**config.mk**
```make
export PLATFORM = sky130hd
export DESIGN_NAME = button_conditioner
export DESIGN_NICKNAME = d
export VERILOG_FILES = /design/src/rtl/pong_pkg.sv /design/src/rtl/debounce_channel.sv /design/src/rtl/button_conditioner.sv
export SDC_FILE = /design/constraint.sdc
export NUM_CORES = 1
export LEC_CHECK = 0
export ABC_AREA = 1
export ABC_CLOCK_PERIOD_IN_PS = 1300
export BUFFER_PORTS_ARGS = -buffer_cell sky130_fd_sc_hd__clkbuf_2
export CAP_MARGIN = 20
export CORE_MARGIN = 8
export CORE_UTILIZATION = 30
export CTS_CLUSTER_DIAMETER = 100
export DETAILED_ROUTE_END_ITERATION = 16
export PLACE_DENSITY_LB_ADDON = 0.25
export SLEW_MARGIN = 20
export SYNTH_ARGS = -nofsm -noshare
export SYNTH_HDL_FRONTEND = slang
export SYNTH_SLANG_ARGS = --single-unit
```
**constraint.sdc**
```tcl
create_clock -name clk_0 -period 1.3 [get_ports clk_0]
set_input_delay 0.26 -clock clk_0 [delete_from_list [all_inputs] [get_ports clk_0]]
set_output_delay 0.26 -clock clk_0 [all_outputs]
set_load 0.005 [all_outputs]
```
**src/rtl/pong_pkg.sv**
```systemverilog
// Shared constants for the pong front end: clocking, debounce timing,
// button indices and the per-channel debounce state encoding.
package pong_pkg;

    localparam int CLK_HZ          = 25_175_000;
    localparam int DEBOUNCE_MS     = 10;
    localparam int DEBOUNCE_CYCLES = (CLK_HZ / 1000) * DEBOUNCE_MS;
    localparam int DEBOUNCE_CNT_W  = 18;

    localparam int BTN_UP_P1   = 0;
    localparam int BTN_DOWN_P1 = 1;
    localparam int BTN_UP_P2   = 2;
    localparam int BTN_DOWN_P2 = 3;

    typedef enum logic [1:0] {
        ST_RELEASED        = 2'b00,
        ST_CONFIRM_PRESS   = 2'b01,
        ST_PRESSED         = 2'b10,
        ST_CONFIRM_RELEASE = 2'b11
    } btn_state_e;

endpackage

```
**src/rtl/debounce_channel.sv**
```systemverilog
// One button channel: two-flop synchroniser, stability counter and a
// four-state accept FSM producing a clean level plus press/release pulses.
module debounce_channel
    import pong_pkg::*;
#(
    parameter int DEBOUNCE_CYCLES = pong_pkg::DEBOUNCE_CYCLES,
    parameter int CNT_W           = pong_pkg::DEBOUNCE_CNT_W
) (
    input  logic clk_0,
    input  logic rst,
    input  logic btn_n_raw,
    output logic btn_n_db,
    output logic press_pulse,
    output logic release_pulse
);

    localparam logic [CNT_W-1:0] LAST_CNT = CNT_W'(DEBOUNCE_CYCLES - 1);

    if (DEBOUNCE_CYCLES < 2 || DEBOUNCE_CYCLES >= (1 << CNT_W)) begin : g_bad_cfg
        $error("debounce_channel: DEBOUNCE_CYCLES does not fit in CNT_W");
    end

    logic             s1_q, s1_d;
    logic             s2_q, s2_d;
    btn_state_e       state_q, state_d;
    logic [CNT_W-1:0] cnt_q, cnt_d;
    logic             db_q, db_d;
    logic             press_q, press_d;
    logic             release_q, release_d;

    // Next-state logic; synchronous reset folded in so every flop has one source.
    always_comb begin
        s1_d      = btn_n_raw;
        s2_d      = s1_q;
        state_d   = state_q;
        cnt_d     = cnt_q;
        db_d      = db_q;
        press_d   = 1'b0;
        release_d = 1'b0;
        if (!rst) begin
            s1_d    = 1'b1;
            s2_d    = 1'b1;
            state_d = ST_RELEASED;
            cnt_d   = '0;
            db_d    = 1'b1;
        end else begin
            case (state_q)
                ST_RELEASED: begin
                    if (!s2_q) begin
                        state_d = ST_CONFIRM_PRESS;
                        cnt_d   = CNT_W'(1);
                    end else begin
                        cnt_d   = '0;
                    end
                end
                ST_CONFIRM_PRESS: begin
                    if (s2_q) begin
                        state_d = ST_RELEASED;
                        cnt_d   = '0;
                    end else if (cnt_q == LAST_CNT) begin
                        state_d = ST_PRESSED;
                        cnt_d   = '0;
                        db_d    = 1'b0;
                        press_d = 1'b1;
                    end else begin
                        cnt_d   = cnt_q + CNT_W'(1);
                    end
                end
                ST_PRESSED: begin
                    if (s2_q) begin
                        state_d = ST_CONFIRM_RELEASE;
                        cnt_d   = CNT_W'(1);
                    end else begin
                        cnt_d   = '0;
                    end
                end
                ST_CONFIRM_RELEASE: begin
                    if (!s2_q) begin
                        state_d   = ST_PRESSED;
                        cnt_d     = '0;
                    end else if (cnt_q == LAST_CNT) begin
                        state_d   = ST_RELEASED;
                        cnt_d     = '0;
                        db_d      = 1'b1;
                        release_d = 1'b1;
                    end else begin
                        cnt_d     = cnt_q + CNT_W'(1);
                    end
                end
                default: begin
                    state_d = ST_RELEASED;
                    cnt_d   = '0;
                    db_d    = 1'b1;
                end
            endcase
        end
    end

    // State and output registers.
    always_ff @(posedge clk_0) begin
        s1_q      <= s1_d;
        s2_q      <= s2_d;
        state_q   <= state_d;
        cnt_q     <= cnt_d;
        db_q      <= db_d;
        press_q   <= press_d;
        release_q <= release_d;
    end

    assign btn_n_db      = db_q;
    assign press_pulse   = press_q;
    assign release_pulse = release_q;

endmodule

```
**src/rtl/button_conditioner.sv**
```systemverilog
// Conditions the raw active-low player buttons: one independent debounce
// channel per button, outputs gathered into buses for pong_logic.
module button_conditioner
    import pong_pkg::*;
#(
    parameter int N_BTN           = 4,
    parameter int DEBOUNCE_CYCLES = pong_pkg::DEBOUNCE_CYCLES,
    parameter int CNT_W           = pong_pkg::DEBOUNCE_CNT_W
) (
    input  logic             clk_0,
    input  logic             rst,
    input  logic [N_BTN-1:0] btn_n_raw,
    output logic [N_BTN-1:0] btn_n_db,
    output logic [N_BTN-1:0] press_pulse,
    output logic [N_BTN-1:0] release_pulse
);

    for (genvar i = 0; i < N_BTN; i++) begin : g_ch
        debounce_channel #(
            .DEBOUNCE_CYCLES (DEBOUNCE_CYCLES),
            .CNT_W           (CNT_W)
        ) u_ch (
            .clk_0         (clk_0),
            .rst           (rst),
            .btn_n_raw     (btn_n_raw[i]),
            .btn_n_db      (btn_n_db[i]),
            .press_pulse   (press_pulse[i]),
            .release_pulse (release_pulse[i])
        );
    end

endmodule

```
Yosys cells after proc, flatten, opt, wreduce, memory -nomap -nowiden
Cells that the tools add are included.
- add/sub/neg operators: 4
- equal/unequal tests: 48
- mux-type cells: 76
- bitwise logic cells: 5
- reductions and logical operators: 24
- operators with widths (cell ; count):
    $pmux W18 S4 ; 4
    $mux W18 ; 12
    $add A18 B1 Y18 const B ; 4
    $eq A18 B18 Y1 const B ; 4
    $mux W2 ; 24
    $ne A2 B1 Y1 const B ; 16
    $pmux W2 S4 ; 4
    $mux W1 ; 28
    $reduce_and A5 Y1 ; 4
    $eq A2 B2 Y1 const B ; 8
    $ne A2 B2 Y1 const B ; 8
    $reduce_and A4 Y1 ; 4
    $ne A3 B1 Y1 const B ; 4
    $ne A3 B3 Y1 const B ; 4
    $reduce_and A3 Y1 ; 4
    $reduce_or A3 Y1 ; 4
    $eq A2 B1 Y1 const B ; 4
    $logic_not A2 Y1 ; 4
    $pmux W1 S2 ; 4
    $reduce_bool A2 Y1 ; 4
    $not A1 Y1 ; 5
- register bits: 100
- logic and storage cells: 185

Longest topological paths before layout
Gate-level depths: netlist (run 1).
- depth after elaboration: 4
- gate-level depth with buffers: 11

Modules after synthesis
A second synthesis (run 1) with hierarchy kept.
- cells, all modules: 662
- area total of the unflattened synthesis: 4829.6 µm²
- modules (own cells, without submodules) (module ; times used ; cells an instance ; area each (µm²) ; seq. area each (µm²)):
    debounce_channel (g_ch[0].u_ch ...) ; 3 ; 163 ; 1196.1 ; 500.5
    debounce_channel (g_ch[3].u_ch) ; 1 ; 173 ; 1241.2 ; 500.5

Least setup slack after synthesis (run 1)
OpenSTA, ideal clock, no wires.
- path type: register to register
- start: register g_ch[0].u_ch.cnt_q[0]
- end: register g_ch[0].u_ch.cnt_q[14]
- setup time: 112 ps
- data arrival time: 1227 ps
- path slack: -38 ps
- stages on the path, launching flop included: 10
- period minus slack after synthesis: 1338 ps
- path through: dfxtp_1 -> ha_1 -> nand2_1 -> nor2_1 -> nand3_1 -> nor2_4 -> inv_2 -> nand2_4 -> buf_12 -> nor2_4
- cells in the longest elaborated chain, start to end: 4
- elaborated cells on any way between the ends: 6
- RTL lines (what ; RTL line ; text):
    start, declared ; debounce_channel.sv:26 ; logic [CNT_W-1:0] cnt_q, cnt_d;
    start signal, assigned ; debounce_channel.sv:104 ; cnt_q <= cnt_d;
    $add A18 B1 Y18 or $eq A18 B18 Y1 (tied branches) ; n/a ;
    $mux W18 * ; debounce_channel.sv:60, debounce_channel.sv:81 ;
    $mux W18, on equally long branches ; debounce_channel.sv:78, debounce_channel.sv:57 ;
    $pmux W18 S4 * ; debounce_channel.sv:47 ; case (state_q)
Mark *: on every way between the ends. The rest lies on a longest branch, timed or not.
A chain may end at the register's enable or synchronous reset.

Final worst setup path (run 1)
- start: register g_ch[2].u_ch.cnt_q[1]
- end: register g_ch[2].u_ch.release_q
- cells in the longest elaborated chain, start to end: 2
- RTL lines (what ; RTL line ; text):
    start, declared ; debounce_channel.sv:26 ;
    start signal, assigned ; debounce_channel.sv:104 ;
    $eq A18 B18 Y1 ; debounce_channel.sv:81 ; end else if (cnt_q == LAST_CNT) begin
    $mux W1 ; debounce_channel.sv:81 ;
    end signal, assigned ; debounce_channel.sv:107 ; release_q <= release_d;
    end, declared ; debounce_channel.sv:29 ; logic release_q, release_d;
No other way between the ends.

==> summary.txt, run 1 <==
Worst setup path
  – R2R Setup Slk: -100 ps
  – Kind of critical path: reg2reg
  – Worst path required time: 1590 ps
  – Crit-path max FO: 3
  – Crit path launch: g_ch[2].u_ch.cnt_q[1]$_SDFF_PN0_
  – Slowest stage cell, crit path: dfxtp_2
  – Critical Path AT: 1690 ps
  – Slowest stage delay, CP: 330 ps
  – Origin of the critical flop-to-flop path: g_ch[2].u_ch.cnt_q[1]$_SDFF_PN0_
  – Worst R2R Path Depth: 9
  – CP Launch Type: flop
  – Buffers & Inverters on Critical Path: 1
  – Worst setup path endpoint: g_ch[2].u_ch.release_pulse$_SDFF_PN0_
  – Worst-path cell chain: inv_2 -> ha_4 -> nand2_4 -> nor2_4 -> nand2_2 -> nor2_4 -> nand2_2 -> or2_1 -> nor2_1
  – Worst flop-to-flop path endpoint: g_ch[2].u_ch.release_pulse$_SDFF_PN0_
  – Worst path top cell family by delay: simple AND/OR/NAND/NOR gates
  – Cell depth of the worst setup path: 9
  – CP endpoint kind: flop

Pwr
  – Clock share of power: 48.2%
  – Peak VDD IR: 0.0007121 V
  – Cell Int Power: 4.865 mW
  – NetSw: 1.297 mW
  – Switching Share: 21.05%
  – Power per cell area: 845.5 mW/mm^2
  – Gate power share: 1.8%
  – Leakage: 2.783 nW
  – Sequential power share: 50.0%
  – Pwr Total: 6.162 mW

Worst hold path
  – Worst Hold Class: in2reg

Synthesis
  – Sequential cell area fraction in the yosys report: 39.86%
  – Yosys reg bits: 100
  – Count leader, synth: nand2_1
  – Top post-synthesis cells by area: dfxtp_1 40%, nand2_1 12%, nor2_1 9.8%
  – Synth top area share: 39.86%
  – Top FF cell, synth: dfxtp_1
  – Compound-Gate Fraction of Synth Area: 2.541%
  – Syn Area/Cell: 7.134 sq um
  – Synthesized Nets: 718
  – Cell taking the most area after synthesis: dfxtp_1
  – Async set-or-reset flop fraction in the synthesized netlist: 0%
  – EDFF count, synth: 0
  – Syn Std Cell Area: 0.005022 sq mm
  – Distinct cell type count after synthesis: 35
  – Ys Warns: 0
  – Commonest cells in the netlist: 157 x nand2_1, 131 x nor2_1, 100 x dfxtp_1, 83 x inv_1, 46 x nand3_1
  – Cell count after synthesis: 704
  – Simple-gate share of the synthesized area: 39.29%
  – Post-synthesis xor/xnor area fraction: 6.627%
  – Mux share of post-synthesis cell area: 0%
  – Post-synthesis adder-cell area fraction: 1.993%
  – Largest family of logic cells by synthesized area: simple AND/OR/NAND/NOR gates

Route
  – Via count: 4,538
  – Final WL: 12,240 um
  – DRT iter0 DRCs: 200
  – Drt wl/cell: 11.57 um
  – Drt pass-1 iters: 4
  – Antenna viol nets, final: 0
  – Residual DRC count: 0
  – Avg Vias per Cell: 4.289

Clocking
  – CTS tree: done
  – Clk_lat worst skew: 360 ps
  – Total CTS buffers: 9
  – Hold-fix buffers, CTS: 0
  – CTS H-tree lvls: 3
  – Clock Path Buffers: 2
  – CTS Root Cell: clkbuf_16
  – CTS sink cnt: 100
  – Clock transition at the registers of the reported paths: 70 ps

Floorplan
  – Row Count: 47
  – Die W: 145.4 um
  – Initial Util: 30.50%
  – Die ar.: 0.02114 sq mm
  – DIE HEIGHT: 145.4 um
  – Core area: 0.01647 sq mm
  – Ports: 18

GRT
  – Number of global-route vias before repair: 4,237
  – Pin count of the biggest net entering global routing: 17
  – Initial antenna violation count: 1
  – First-pass GRT wire length: 19,620 um
  – Gr usage total: 11.25%
  – Remaining Overflow, GRT: 0

STA
  – Final Hold Viols: 0
  – Setup TNS: -3254 ps
  – Setup ws final: -102.2 ps
  – Relative slew slack: 81.11%
  – Worst-margin pin slew: 281.1 ps
  – Fin crit share: 107.9%
  – Final slew viol count: 0
  – Fmax: 713.1 MHz
  – Final setup violation count: 57
  – Worst Clk Skew: 7.495 ps
  – RSZ-0062 raised after global routing: true
  – Min Hold Slack: 93.72 ps
  – Tmin final: 1402 ps

Placed design
  – Placed Cells: 1,031
  – DP HPWL: 8589 um
  – GP Congestion: 0.8464
  – Port Buffers: 17

Layout
  – Layout cell share with drive strength beyond 1: 42.96%
  – Syn-to-layout area delta: 45.12%
  – Layout Cells excl Fill: 1,058
  – Nets: 847
  – ANT cells: 0

Flow run
  – Maxcap violations: 0

Run status
  – Failing checks: setup timing
  – Outcome: finished, violations left
## layout make-up
| type | count | area, sq um |
|---|---|---|
| Fill cell | 1652 | 9178 |
| Multi-Input combinational cell | 498 | 3219 |
| Sequential cell | 100 | 2043 |
| Timing Repair Buffer | 136 | 1081 |
| Inverter | 88 | 342.8 |
| Tap cell | 220 | 275.3 |
| Clock buffer | 11 | 242.7 |
| Clock inverter | 5 | 83.83 |
## sequential cells by signal, indices dropped and copies added (netlist names), named ones only
register                 count
g_ch.u_ch.btn_n_db           4
g_ch.u_ch.cnt_q             72
g_ch.u_ch.press_pulse        4
g_ch.u_ch.release_pulse      4
g_ch.u_ch.s1_q               4
g_ch.u_ch.s2_q               4
g_ch.u_ch.state_q            4
## what timing repair did
item	4_1_cts	5_1_grt
setup buffers	6	4
endpoints found under the setup margin	80	92
gates cloned	0	2
gates resized for setup	76	142
pin swaps	30	43
## cells by family (layout without fill, tap and decap cells)
family,Yosys count,after routing
AOI/OAI and AO/OA,20,20
xor gates and xnor gates,38,38
adders and majority gates,8,8
buffers and inverters,107,240
DFF,100,100
and+or+nand+nor,431,432
## power groups by stage
| stage | sequential (mW) | clock, mW | combinational [mW] |
|---|---|---|---|
| after floorplan | 3.16 | 0 | 0.0489 |
| after global placement | 3.16 | 0 | 0.0899 |
| after detailed placement | 3.16 | 0 | 0.0902 |
| after CTS | 3.09 | 3.07 | 0.0970 |
| after global routing | 3.08 | 3.21 | 0.120 |
| final | 3.08 | 2.97 | 0.108 |
## metrics by stage
step / utilization [%] / area, sq um / setup WS (ps)
after floorplan: - / 5034 / -19.02
after global placement: 36.91 / 6077 / -131.4
after detailed placement: 36.91 / 6077 / -157.2
after CTS: 40.85 / 6726 / -59.56
after global routing: 44.26 / 7288 / -191.2
final: 44.26 / 7288 / -102.2
## layer usage
| metal | share of wire (%) | GRT usage, % | vias up |
|---|---|---|---|
| met2 | 48 | 17.92 | 60 |
| met3 | 3.3 | 2.394 | 16 |
| met5 | 0.074 | 0 | - |
| li1 | - | - | 2436 |
| met4 | 1.8 | 4.841 | 2 |
| met1 | 47 | 14.43 | 2024 |
## worst min-delay path by stage
stage / startpoint / depth (start not counted) / endpoint / slack, ps
after floorplan: btn_n_raw[0] / 1 / g_ch[0].u_ch.s1_q$_SDFF_PN1_ / 370
after global placement: g_ch[3].u_ch.s1_q$_SDFF_PN1_ / 1 / g_ch[3].u_ch.s2_q$_SDFF_PN1_ / 400
after detailed placement: g_ch[3].u_ch.s1_q$_SDFF_PN1_ / 1 / g_ch[3].u_ch.s2_q$_SDFF_PN1_ / 400
after CTS: btn_n_raw[1] / 2 / g_ch[1].u_ch.s1_q$_SDFF_PN1_ / 80
after global routing: btn_n_raw[1] / 2 / g_ch[1].u_ch.s1_q$_SDFF_PN1_ / 90
final: btn_n_raw[1] / 2 / g_ch[1].u_ch.s1_q$_SDFF_PN1_ / 90
## cells in the final DEF, fill, tap and decap left out, drive strengths merged
cell type and n:
nor2 165, nand2 161, buf 118, dfxtp 100
inv 89, nand3 49, clkbuf 29, xor2 27
nand4 20, nor3 18, or2 13, xnor2 11
o21ai 9, ha 8, o21bai 5, a21oi 5
nand3b 4, and2 2, clkinvlp 2, bufinv 2
a31o 1
Power figures use the tool's default switching activity.
==> inputs of run 2 (changes only) <==
SETUP_SLACK_MARGIN = 0.2   (was default)
==> run 2 against run 1 <==
Net effect:
- the flow still finishes with violations (setup timing)
- worst hold slack got worse by 3.3 ps
- sequential share of layout area decreased by 0.27 points
- sequential cell count is the same
- worst setup slack improved by 16 ps
- clock-buffer cell count is 1 lower
- register-to-register slack improved by 20 ps
- die area stayed put
- design area up 2.0%
- clock power down 6%
- via count barely moved
- clock skew shrank 2.1 ps
- highest routed layer is now met4
==> summary.txt, run 2 (synthesis results as in run 1) <==
Worst setup path
  – Crit path launch: g_ch[1].u_ch.cnt_q[1]$_SDFF_PN0_ (was g_ch[2].u_ch.cnt_q[1]$_SDFF_PN0_)
  – Crit-path max FO: 7 (was 3)
  – CP endpoint kind: flop (unchanged)
  – CP Launch Type: flop (unchanged)
  – Critical Path AT: 1670 ps (was 1690 ps)
  – Origin of the critical flop-to-flop path: g_ch[1].u_ch.cnt_q[1]$_SDFF_PN0_ (was g_ch[2].u_ch.cnt_q[1]$_SDFF_PN0_)
  – Worst path required time: 1590 ps (about the same)
  – Kind of critical path: reg2reg (unchanged)

Route
  – Residual DRC count: 0 (unchanged)
  – Antenna viol nets, final: 0 (unchanged)
  – Drt pass-1 iters: 6 (was 4)
  – Via count: 4,539 (was 4,538)
  – Drt wl/cell: 11.55 um (was 11.57 um)
  – Final WL: 12,260 um (was 12,240 um)
  – DRT iter0 DRCs: 148 (was 200)
  – Avg Vias per Cell: 4.274 (was 4.289)

Pwr
  – Sequential power share: 51.6% (was 50.0%)
  – Clock share of power: 46.4% (was 48.2%)
  – Switching Share: 22.35% (was 21.05%)
  – Leakage: 2.828 nW (was 2.783 nW)
  – Pwr Total: 5.981 mW (was 6.162 mW)
  – Peak VDD IR: 0.0005997 V (was 0.0007121 V)
  – Cell Int Power: 4.644 mW (was 4.865 mW)
  – Power per cell area: 804.3 mW/mm^2 (was 845.5 mW/mm^2)
  – NetSw: 1.337 mW (was 1.297 mW)
  – Gate power share: 2.0% (was 1.8%)

STA
  – Relative slew slack: 82.11% (was 81.11%)
  – Final Hold Viols: 0 (unchanged)
  – Worst-margin pin slew: 268.0 ps (was 281.1 ps)
  – Final setup violation count: 46 (was 57)
  – Final slew viol count: 0 (unchanged)
  – Worst Clk Skew: 5.350 ps (was 7.495 ps)
  – Fmax: 721.3 MHz (was 713.1 MHz)
  – Tmin final: 1386 ps (was 1402 ps)
  – Fin crit share: 106.6% (was 107.9%)
  – Setup TNS: -1648 ps (was -3254 ps)
  – Min Hold Slack: 90.43 ps (was 93.72 ps)
  – Setup ws final: -86.37 ps (was -102.2 ps)
  – RSZ-0062 raised after global routing: true (unchanged)

Floorplan
  – Row Count: 47 (unchanged)
  – Ports: 18 (unchanged)
  – Core area: 0.01647 sq mm (unchanged)
  – Initial Util: 30.50% (unchanged)
  – DIE HEIGHT: 145.4 um (unchanged)
  – Die ar.: 0.02114 sq mm (unchanged)
  – Die W: 145.4 um (unchanged)

Run status
  – Failing checks: setup timing (unchanged)
  – Outcome: finished, violations left (unchanged)

Layout
  – Syn-to-layout area delta: 48.06% (was 45.12%)
  – Max reg flops: 72 (unchanged)
  – Most flops, register: g_ch.u_ch.cnt_q (unchanged)
  – Most frequent cells in the layout: 120 x nand2_1, 102 x buf_4, 85 x nor2_1 (was 132 x nand2_1, 102 x buf_4, 85 x nor2_1)
  – ANT cells: 0 (unchanged)
  – Layout cell share with drive strength beyond 1: 47.74% (was 42.96%)
  – Most common cell after layout, fill and taps aside: nand2_1 (unchanged)
  – Post-layout util: 45.16% (was 44.26%)
  – Nets: 851 (was 847)

Placed design
  – DP HPWL: 8521 um (was 8589 um)
  – GP Congestion: 0.8332 (was 0.8464)
  – Port Buffers: 17 (unchanged)

Clocking
  – Clk_lat worst skew: 350 ps (was 360 ps)
  – CTS sink cnt: 100 (unchanged)
  – CTS Root Cell: clkbuf_16 (unchanged)
  – CTS H-tree lvls: 3 (unchanged)
  – Clock transition at the registers of the reported paths: 70 ps (about the same)
  – Total CTS buffers: 9 (unchanged)
  – CTS tree: done (unchanged)
  – Clock Path Buffers: 2 (unchanged)

GRT
  – Gr usage total: 11.54% (was 11.25%)
  – Number of global-route vias before repair: 4,434 (was 4,237)
  – First-pass GRT wire length: 20,270 um (was 19,620 um)
  – Pin count of the biggest net entering global routing: 18 (was 17)
  – Initial antenna violation count: 0 (was 1)
  – Remaining Overflow, GRT: 0 (unchanged)

Worst hold path
  – HP Start: btn_n_raw[3] (was btn_n_raw[1])
  – Worst Hold Class: in2reg (unchanged)

Flow run
  – Maxcap violations: 0 (unchanged)
==> run 2: changes by cell type in the layout (fill, tap and decap cells not counted), sizes merged <==
cell    change
buf         +5
clkbuf      -4
clkinv      +2
bufinv      -1
inv         +1
nand2       +1
==> run 2: final timing paths <==
kind	endpoint	slack, ps	cells after the start
max	g_ch[1].u_ch.cnt_q[6]$_SDFF_PN0_	-90	9
min	g_ch[3].u_ch.s1_q$_SDFF_PN1_	90	2
max reg2reg	g_ch[1].u_ch.cnt_q[6]$_SDFF_PN0_	-90	9
min reg2reg	g_ch[3].u_ch.s2_q$_SDFF_PN1_	410	1
==> run 2: layout make-up <==
type	count	area, sq um
clock buffer	10	229.0
clock inverter	6	71.32
fill	1637	9030
inverter	88	350.3
multi-input combinational	499	3334
sequential	100	2064
tap	220	275.3
timing repair buffer	138	1104
timing repair inverter	1	7.507
==> run 2: per-layer routing <==
| layer | wire (um) | part of all wire [%] | vias to the layer above | global-route usage, % |
|---|---|---|---|---|
| met2 | 6060 | 49 | 50 | 19.77 |
| li1 | - | - | 2443 | - |
| met5 | 0 | 0 | - | 0 |
| met4 | 146 | 1.2 | 0 | 3.644 |
| met3 | 459 | 3.7 | 9 | 3.296 |
| met1 | 5594 | 46 | 2037 | 13.67 |
==> run 2: stage by stage <==
stage | setup slack (ps) | cell area, sq um | cells
after global placement | -86.06 | 6275 | 1029
after floorplan | -19.02 | 5246 | 704
after global routing | -180.7 | 7436 | 1062
after CTS | -88.62 | 7102 | 1058
final | -86.37 | 7436 | 1062
after detailed placement | -108.6 | 6275 | 1029
==> run 2: timing repair <==
item,in CTS,in global routing
hold buffers,0,0
cloned,3,0
buffers inserted,10,4
pin swaps,53,44
setup endpoints to repair,96,96
resized for setup,122,88
==> run 2: power groups by stage <==
stage	clock, mW	combinational (mW)	sequential (mW)
after floorplan	0	0.0519	3.16
after global placement	0	0.0924	3.16
final	2.78	0.117	3.09
after global routing	3.01	0.128	3.09
after CTS	2.87	0.110	3.09
after detailed placement	0	0.0932	3.16
==> run 2: critical path, cell delays in order, from the launching register on <==
cell	delay, ps
dfxtp_2	340
inv_2	40
ha_4	150
nand3_4	60
inv_2	40
nand3_2	80
nor2_4	50
nor2_4	190
clkinvlp_4	230
nor2_2	140
